## src/rtl/regfile_pkg.sv

```systemverilog
// Shared types and default sizing for the multi-port register file.
package regfile_pkg;

    typedef enum logic [0:0] {
        RF_CLEAR,
        RF_READY
    } rf_state_e;

    localparam int RF_WIDTH = 32;
    localparam int RF_DEPTH = 32;

endpackage

```

## src/rtl/regfile_clear_ctrl.sv

```systemverilog
// Clear sequencer: zeroes entries 1..DEPTH-1 after reset or on request.
//   state    | meaning
//   RF_CLEAR | writing 0 to entry clr_cnt each cycle; array not yet valid
//   RF_READY | array valid, normal writes accepted, clear_i honoured
module regfile_clear_ctrl
    import regfile_pkg::*;
#(
    parameter int DEPTH = RF_DEPTH,
    localparam int AW = $clog2(DEPTH)
) (
    input  logic          clk_i,
    input  logic          rst_i,
    input  logic          clear_i,
    output logic          ready_o,
    output logic          clr_we,
    output logic [AW-1:0] clr_addr
);

    rf_state_e     state;
    logic [AW-1:0] clr_cnt;

    // Entry 0 is hardwired, so the sequence starts at 1 and stops at DEPTH-1
    // without the counter ever wrapping.
    always_ff @(posedge clk_i or posedge rst_i) begin
        if (rst_i) begin
            state   <= RF_CLEAR;
            clr_cnt <= AW'(1);
            ready_o <= 1'b0;
        end else begin
            case (state)
                RF_CLEAR: begin
                    if (clr_cnt == AW'(DEPTH - 1)) begin
                        state   <= RF_READY;
                        ready_o <= 1'b1;
                    end else begin
                        clr_cnt <= clr_cnt + AW'(1);
                    end
                end
                RF_READY: begin
                    if (clear_i) begin
                        state   <= RF_CLEAR;
                        clr_cnt <= AW'(1);
                        ready_o <= 1'b0;
                    end
                end
                default: begin
                    state   <= RF_CLEAR;
                    clr_cnt <= AW'(1);
                    ready_o <= 1'b0;
                end
            endcase
        end
    end

    assign clr_we   = (state == RF_CLEAR);
    assign clr_addr = clr_cnt;

endmodule

```

## src/rtl/regfile_mp.sv

```systemverilog
// Parametrised multi-port register file with write priority, optional
// write-to-read bypass, hardwired zero entry and a hardware clear sequencer.
module regfile_mp
    import regfile_pkg::*;
#(
    parameter int WIDTH  = RF_WIDTH,
    parameter int DEPTH  = RF_DEPTH,
    parameter int NUM_RD = 2,
    parameter int NUM_WR = 2,
    parameter int BYPASS = 1,
    localparam int AW = $clog2(DEPTH)
) (
    input  logic                    clk_i,
    input  logic                    rst_i,
    input  logic [NUM_RD*AW-1:0]    rd_addr_i,
    output logic [NUM_RD*WIDTH-1:0] rd_data_o,
    input  logic [NUM_WR-1:0]       wr_en_i,
    input  logic [NUM_WR*AW-1:0]    wr_addr_i,
    input  logic [NUM_WR*WIDTH-1:0] wr_data_i,
    input  logic                    clear_i,
    output logic                    ready_o,
    output logic                    busy_o
);

    logic             ready;
    logic             clr_we;
    logic [AW-1:0]    clr_addr;
    logic [WIDTH-1:0] mem [DEPTH];

    regfile_clear_ctrl #(
        .DEPTH(DEPTH)
    ) u_clear_ctrl (
        .clk_i   (clk_i),
        .rst_i   (rst_i),
        .clear_i (clear_i),
        .ready_o (ready),
        .clr_we  (clr_we),
        .clr_addr(clr_addr)
    );

    assign ready_o = ready;
    assign busy_o  = ~ready;

    // Ports are visited in ascending order so the highest-index enabled port
    // lands last and wins an address collision.
    always_ff @(posedge clk_i) begin
        if (clr_we) begin
            mem[clr_addr] <= '0;
        end else if (ready) begin
            for (int q = 0; q < NUM_WR; q++) begin
                if (wr_en_i[q] && (wr_addr_i[q*AW +: AW] != '0)) begin
                    mem[wr_addr_i[q*AW +: AW]] <= wr_data_i[q*WIDTH +: WIDTH];
                end
            end
        end
    end

    for (genvar p = 0; p < NUM_RD; p++) begin : g_rd
        logic [AW-1:0]    ra;
        logic [WIDTH-1:0] rv;

        assign ra = rd_addr_i[p*AW +: AW];

        always_comb begin
            rv = mem[ra];
            if (BYPASS != 0) begin
                for (int q = 0; q < NUM_WR; q++) begin
                    if (wr_en_i[q] && (wr_addr_i[q*AW +: AW] == ra)) begin
                        rv = wr_data_i[q*WIDTH +: WIDTH];
                    end
                end
            end
            // Entry 0 is never stored, and nothing is valid mid-clear.
            if (!ready || (ra == '0)) begin
                rv = '0;
            end
        end

        assign rd_data_o[p*WIDTH +: WIDTH] = rv;
    end

endmodule

```

## config.mk

```make
export PLATFORM = sky130hd
export DESIGN_NAME = regfile_mp
export DESIGN_NICKNAME = d
export VERILOG_FILES = /design/src/rtl/regfile_pkg.sv /design/src/rtl/regfile_clear_ctrl.sv /design/src/rtl/regfile_mp.sv
export SDC_FILE = /design/constraint.sdc
export NUM_CORES = 2
export LEC_CHECK = 0
export ABC_AREA = 1
export BUFFER_PORTS_ARGS = -buffer_cell sky130_fd_sc_hd__buf_2
export CAP_MARGIN = 10
export CELL_PAD_IN_SITES_DETAIL_PLACEMENT = 1
export CELL_PAD_IN_SITES_GLOBAL_PLACEMENT = 2
export CORE_MARGIN = 5
export CORE_UTILIZATION = 41
export CTS_CLUSTER_SIZE = 40
export DETAILED_ROUTE_END_ITERATION = 12
export GPL_ROUTABILITY_DRIVEN = 0
export PLACE_DENSITY_LB_ADDON = 0.1
export REMOVE_ABC_BUFFERS = 1
export SLEW_MARGIN = 25
export SYNTH_ARGS = -nofsm -noshare
export SYNTH_HDL_FRONTEND = slang
export SYNTH_HIERARCHICAL = 1
export SYNTH_SLANG_ARGS = --single-unit
```

## constraint.sdc

```tcl
create_clock -name clk_i -period 8.3 [get_ports clk_i]
set_input_delay 1.245 -clock clk_i [delete_from_list [all_inputs] [get_ports clk_i]]
set_output_delay 1.245 -clock clk_i [all_outputs]
set_load 0.02 [all_outputs]
```

==> impl_metrics.py <==
metrics = {
    "run_status": {
        "run_status": "finished clean",
    },
    "drt": {
        "via_per_inst": 6.323,
        "vias": 66340,
        "route.detailed.wl_per_inst_um": 30.95,
        "drc_violation_total_after_the_first_tritonroute_iteration": 8157,
        "drt-pass1-iter-count": 5,
        "route.final.wire_length_mm": 324.7,
        "detail-route-antenna-nets": 0,
        "detail_route.drc_violations": 0,
    },
    "die": {
        "die_area_um2": 165200,
        "num_rows": 145,
        "core_area_um2": 156200,
        "die_h_um": 406.5,
        "die_width_um": 406.5,
        "design.portCount": 155,
        "initial_utilization_pct": 41.26,
    },
    "synthesis": {
        "synth_sequential_area_ratio_pct": 47.98,
        "yosysUniqueCellTypes": 33,
        "synth_cells": 8729,
        "syn-cell-area_um2": 64450,
        "avgSynthCellArea_um2": 7.383,
        "yosys_register_bits": 1031,
        "synthesis_warnings": 6,
    },
    "clocking": {
        "cts_root_buffer": "sky130_fd_sc_hd__clkbuf_16",
        "numCtsBuffers": 131,
        "cts_hold_repair.buffers": 0,
        "worst_setup_hold_path_clk_slew_ns": 0.05,
        "htreeDepth": 4,
        "cts.path.max_buffers": 3,
        "cts.repair_timing.setup_buffer_count": 0,
        "cts_tree": "built",
        "ctsResizeCount": 0,
        "clock_latency_ns": 0.78,
        "clkSinkCount": 1031,
    },
    "global_routing": {
        "via_count_of_the_first_global_routing_pass": 65060,
        "antenna_found_initial": 8,
        "gr-total-overflow": 0,
        "grt_first_pass_wirelength_mm": 461.3,
        "maximum_number_of_pins_on_one_net_before_global_route_repair": 151,
        "global_route.usage.total_pct": 38.47,
    },
    "cells_and_area": {
        "multi_input_comb_area_um2": 29400,
        "highest_count_cells_in_the_layout_ignoring_fill_and_taps": "sky130_fd_sc_hd__nand2_1, sky130_fd_sc_hd__nand3_1, sky130_fd_sc_hd__o21ai_0",
        "final_cell_count_no_fill": 10490,
        "mostFrequentLayoutCell": "sky130_fd_sc_hd__nand2_1",
        "sequential_cell_area_um2": 30930,
        "areaGrowthSynthToFinish_pct": 9.295,
        "final.fill_count": 19180,
        "finish.instance_area_um2": 70440,
        "nets": 8428,
        "post_route_cells_drive_above_1_share_pct": 7.452,
    },
    "power_and_ir_drop": {
        "swShare_pct": 34.05,
        "fraction_of_power_consumed_by_sequential_logic_pct": 42.7,
        "peakVddDrop_v": 0.0002100,
        "pwr_density_cell_nw_per_um2": 225.6,
        "share_clk_of_total_power_pct": 34.9,
        "p_switching_mw": 5.409,
        "p_total_mw": 15.89,
        "internal_power_mw": 10.48,
        "power.share.combinational_pct": 22.4,
        "p_leak_nw": 27.09,
    },
    "run": {
        "maxCapViolations": 0,
    },
    "critical_path": {
        "worst_ep_arrival_time_ns": 4.73,
        "criticalPathCategory": "input pin to primary output",
        "end_kind": "primary output",
        "worstPathRequired_ns": 7.05,
        "startpoint_type": "input pin",
        "worst_path_max_fanout": 82,
    },
    "timing": {
        "rsz_0062_raised_after_global_routing": "no",
        "clock-skew-final_ns": 0.02012,
        "max_slew.worst_pin.slew_ns": 1.157,
        "report.final.setup_viol": 0,
        "setup_total_negative_slack_ns": 0,
        "timing_hold_violations_final": 0,
        "achievable-frequency_mhz": 167.3,
        "final_max_slew_viol_count": 0,
        "final_clock_period_utilization_by_the_worst_path_pct": 72.00,
        "fin_ws_ns": 2.324,
        "fin_crit_period_ns": 5.976,
        "slew_headroom_pct": 22.86,
    },
    "placement": {
        "placed_cells_incl_taps": 10260,
        "place_area_um2": 66260,
        "placement.setup.worst_slack_ns": 2.289,
        "buffer_ports.inserted": 154,
        "place.detailed.hpwl_mm": 181.8,
    },
    "worst_hold_path": {
        "hold_path_class": "input pin to asynchronous set/reset pin",
    },
}
## synthesized netlist by cell type (all sizes together)
library cell	n	share of area, %
a21oi	318	2.5
and3	1	0.0097
buf	483	4.2
clkbuf	372	2.2
clkinv	2	0.012
dfrtp	6	0.23
dfstp	1	0.041
edfxtp	1024	48
ha	3	0.058
inv	214	1.2
nand2	3605	21
nand3	1178	9.2
nand4	7	0.068
nor2	189	1.1
nor3	3	0.066
nor4	2	0.066
o211ai	1	0.012
o21ai	1309	10
o221ai	1	0.014
o22ai	10	0.097
## cells by family (layout without fill, tap and decap cells)
group / after synthesis / count (layout) / synth area share [%]
other cells: 0 / 6 / 0
fa+ha+maj: 3 / 3 / 0.05825
compound gates: 1639 / 1639 / 12.76
buf+inv: 1071 / 769 / 7.647
simple gates: 4985 / 4985 / 31.55
flops: 1031 / 1031 / 47.98
## registers in the layout, summed over array words and instances (netlist names)
signal / flops
u_clear_ctrl/state: 1
u_clear_ctrl/clr_addr: 5
u_clear_ctrl/ready_o: 1
mem: 1024
## power groups by stage
stage / Clock [mW] / Combinational [mW] / Sequential, mW
global route: 5.80 / 3.74 / 6.84
floorplan: 0 / 1.64 / 6.83
CTS: 5.58 / 3.46 / 6.78
detailed placement: 0 / 3.44 / 6.88
finish: 5.54 / 3.56 / 6.78
global placement: 0 / 3.32 / 6.85
## per-layer routing
metal | vias to the layer above | track usage (%) | wire length (µm)
met5 | - | 0 | 13
met2 | 3936 | 60.19 | 143100
li1 | 28420 | - | -
met3 | 791 | 7.681 | 35520
met4 | 2 | 16.16 | 15300
met1 | 33190 | 52.26 | 130800
## metrics by stage
| step | utilization (%) | hold WS [ns] |
|---|---|---|
| floorplan | - | 0.4781 |
| global placement | 42.20 | 0.5179 |
| detailed placement | 42.42 | 0.5247 |
| CTS | 44.96 | 0.3616 |
| global route | 45.08 | 0.3961 |
| finish | 45.09 | 0.4056 |
## final timing paths
path,slack [ns],to,from,cells past startpoint
max in group asynchronous,7.62,u_clear_ctrl/clr_addr[0]$_DFFE_PP1P_,rst_i,2
hold reg to reg,0.53,u_clear_ctrl/clr_addr[0]$_DFFE_PP1P_,u_clear_ctrl/clr_addr[0]$_DFFE_PP1P_,2
hold / removal,0.41,u_clear_ctrl/clr_addr[4]$_DFFE_PP0P_,rst_i,2
setup reg to reg,2.94,mem[31][12]$_DFFE_PP_,u_clear_ctrl/ready_o$_DFFE_PP0P_,7
setup / recovery,2.32,rd_data_o[10],rd_addr_i[1],10
min in group clk_i,0.53,u_clear_ctrl/clr_addr[0]$_DFFE_PP1P_,u_clear_ctrl/clr_addr[0]$_DFFE_PP1P_,2
## worst max-delay path, cell delays in order
cell                       delay, ns
sky130_fd_sc_hd__clkbuf_8       0.26
sky130_fd_sc_hd__inv_8          0.76
sky130_fd_sc_hd__o22ai_1        0.21
sky130_fd_sc_hd__a21oi_1        0.25
sky130_fd_sc_hd__nand3_4        0.51
sky130_fd_sc_hd__buf_4          0.51
sky130_fd_sc_hd__nor2_1         0.19
sky130_fd_sc_hd__nor2_1         0.06
sky130_fd_sc_hd__a21oi_1        0.28
sky130_fd_sc_hd__buf_2          0.22
## cell type report
cell class | count | area share [%]
Timing Repair Buffer | 329 | 3.823
Clock inverter | 42 | 0.3339
Inverter | 216 | 1.219
Sequential cell | 1031 | 43.90
Multi-Input combinational cell | 6627 | 41.74
Antenna cell | 6 | 0.02132
Tap cell | 2058 | 3.656
Clock buffer | 182 | 5.302
(Power assumes the default switching activity.)
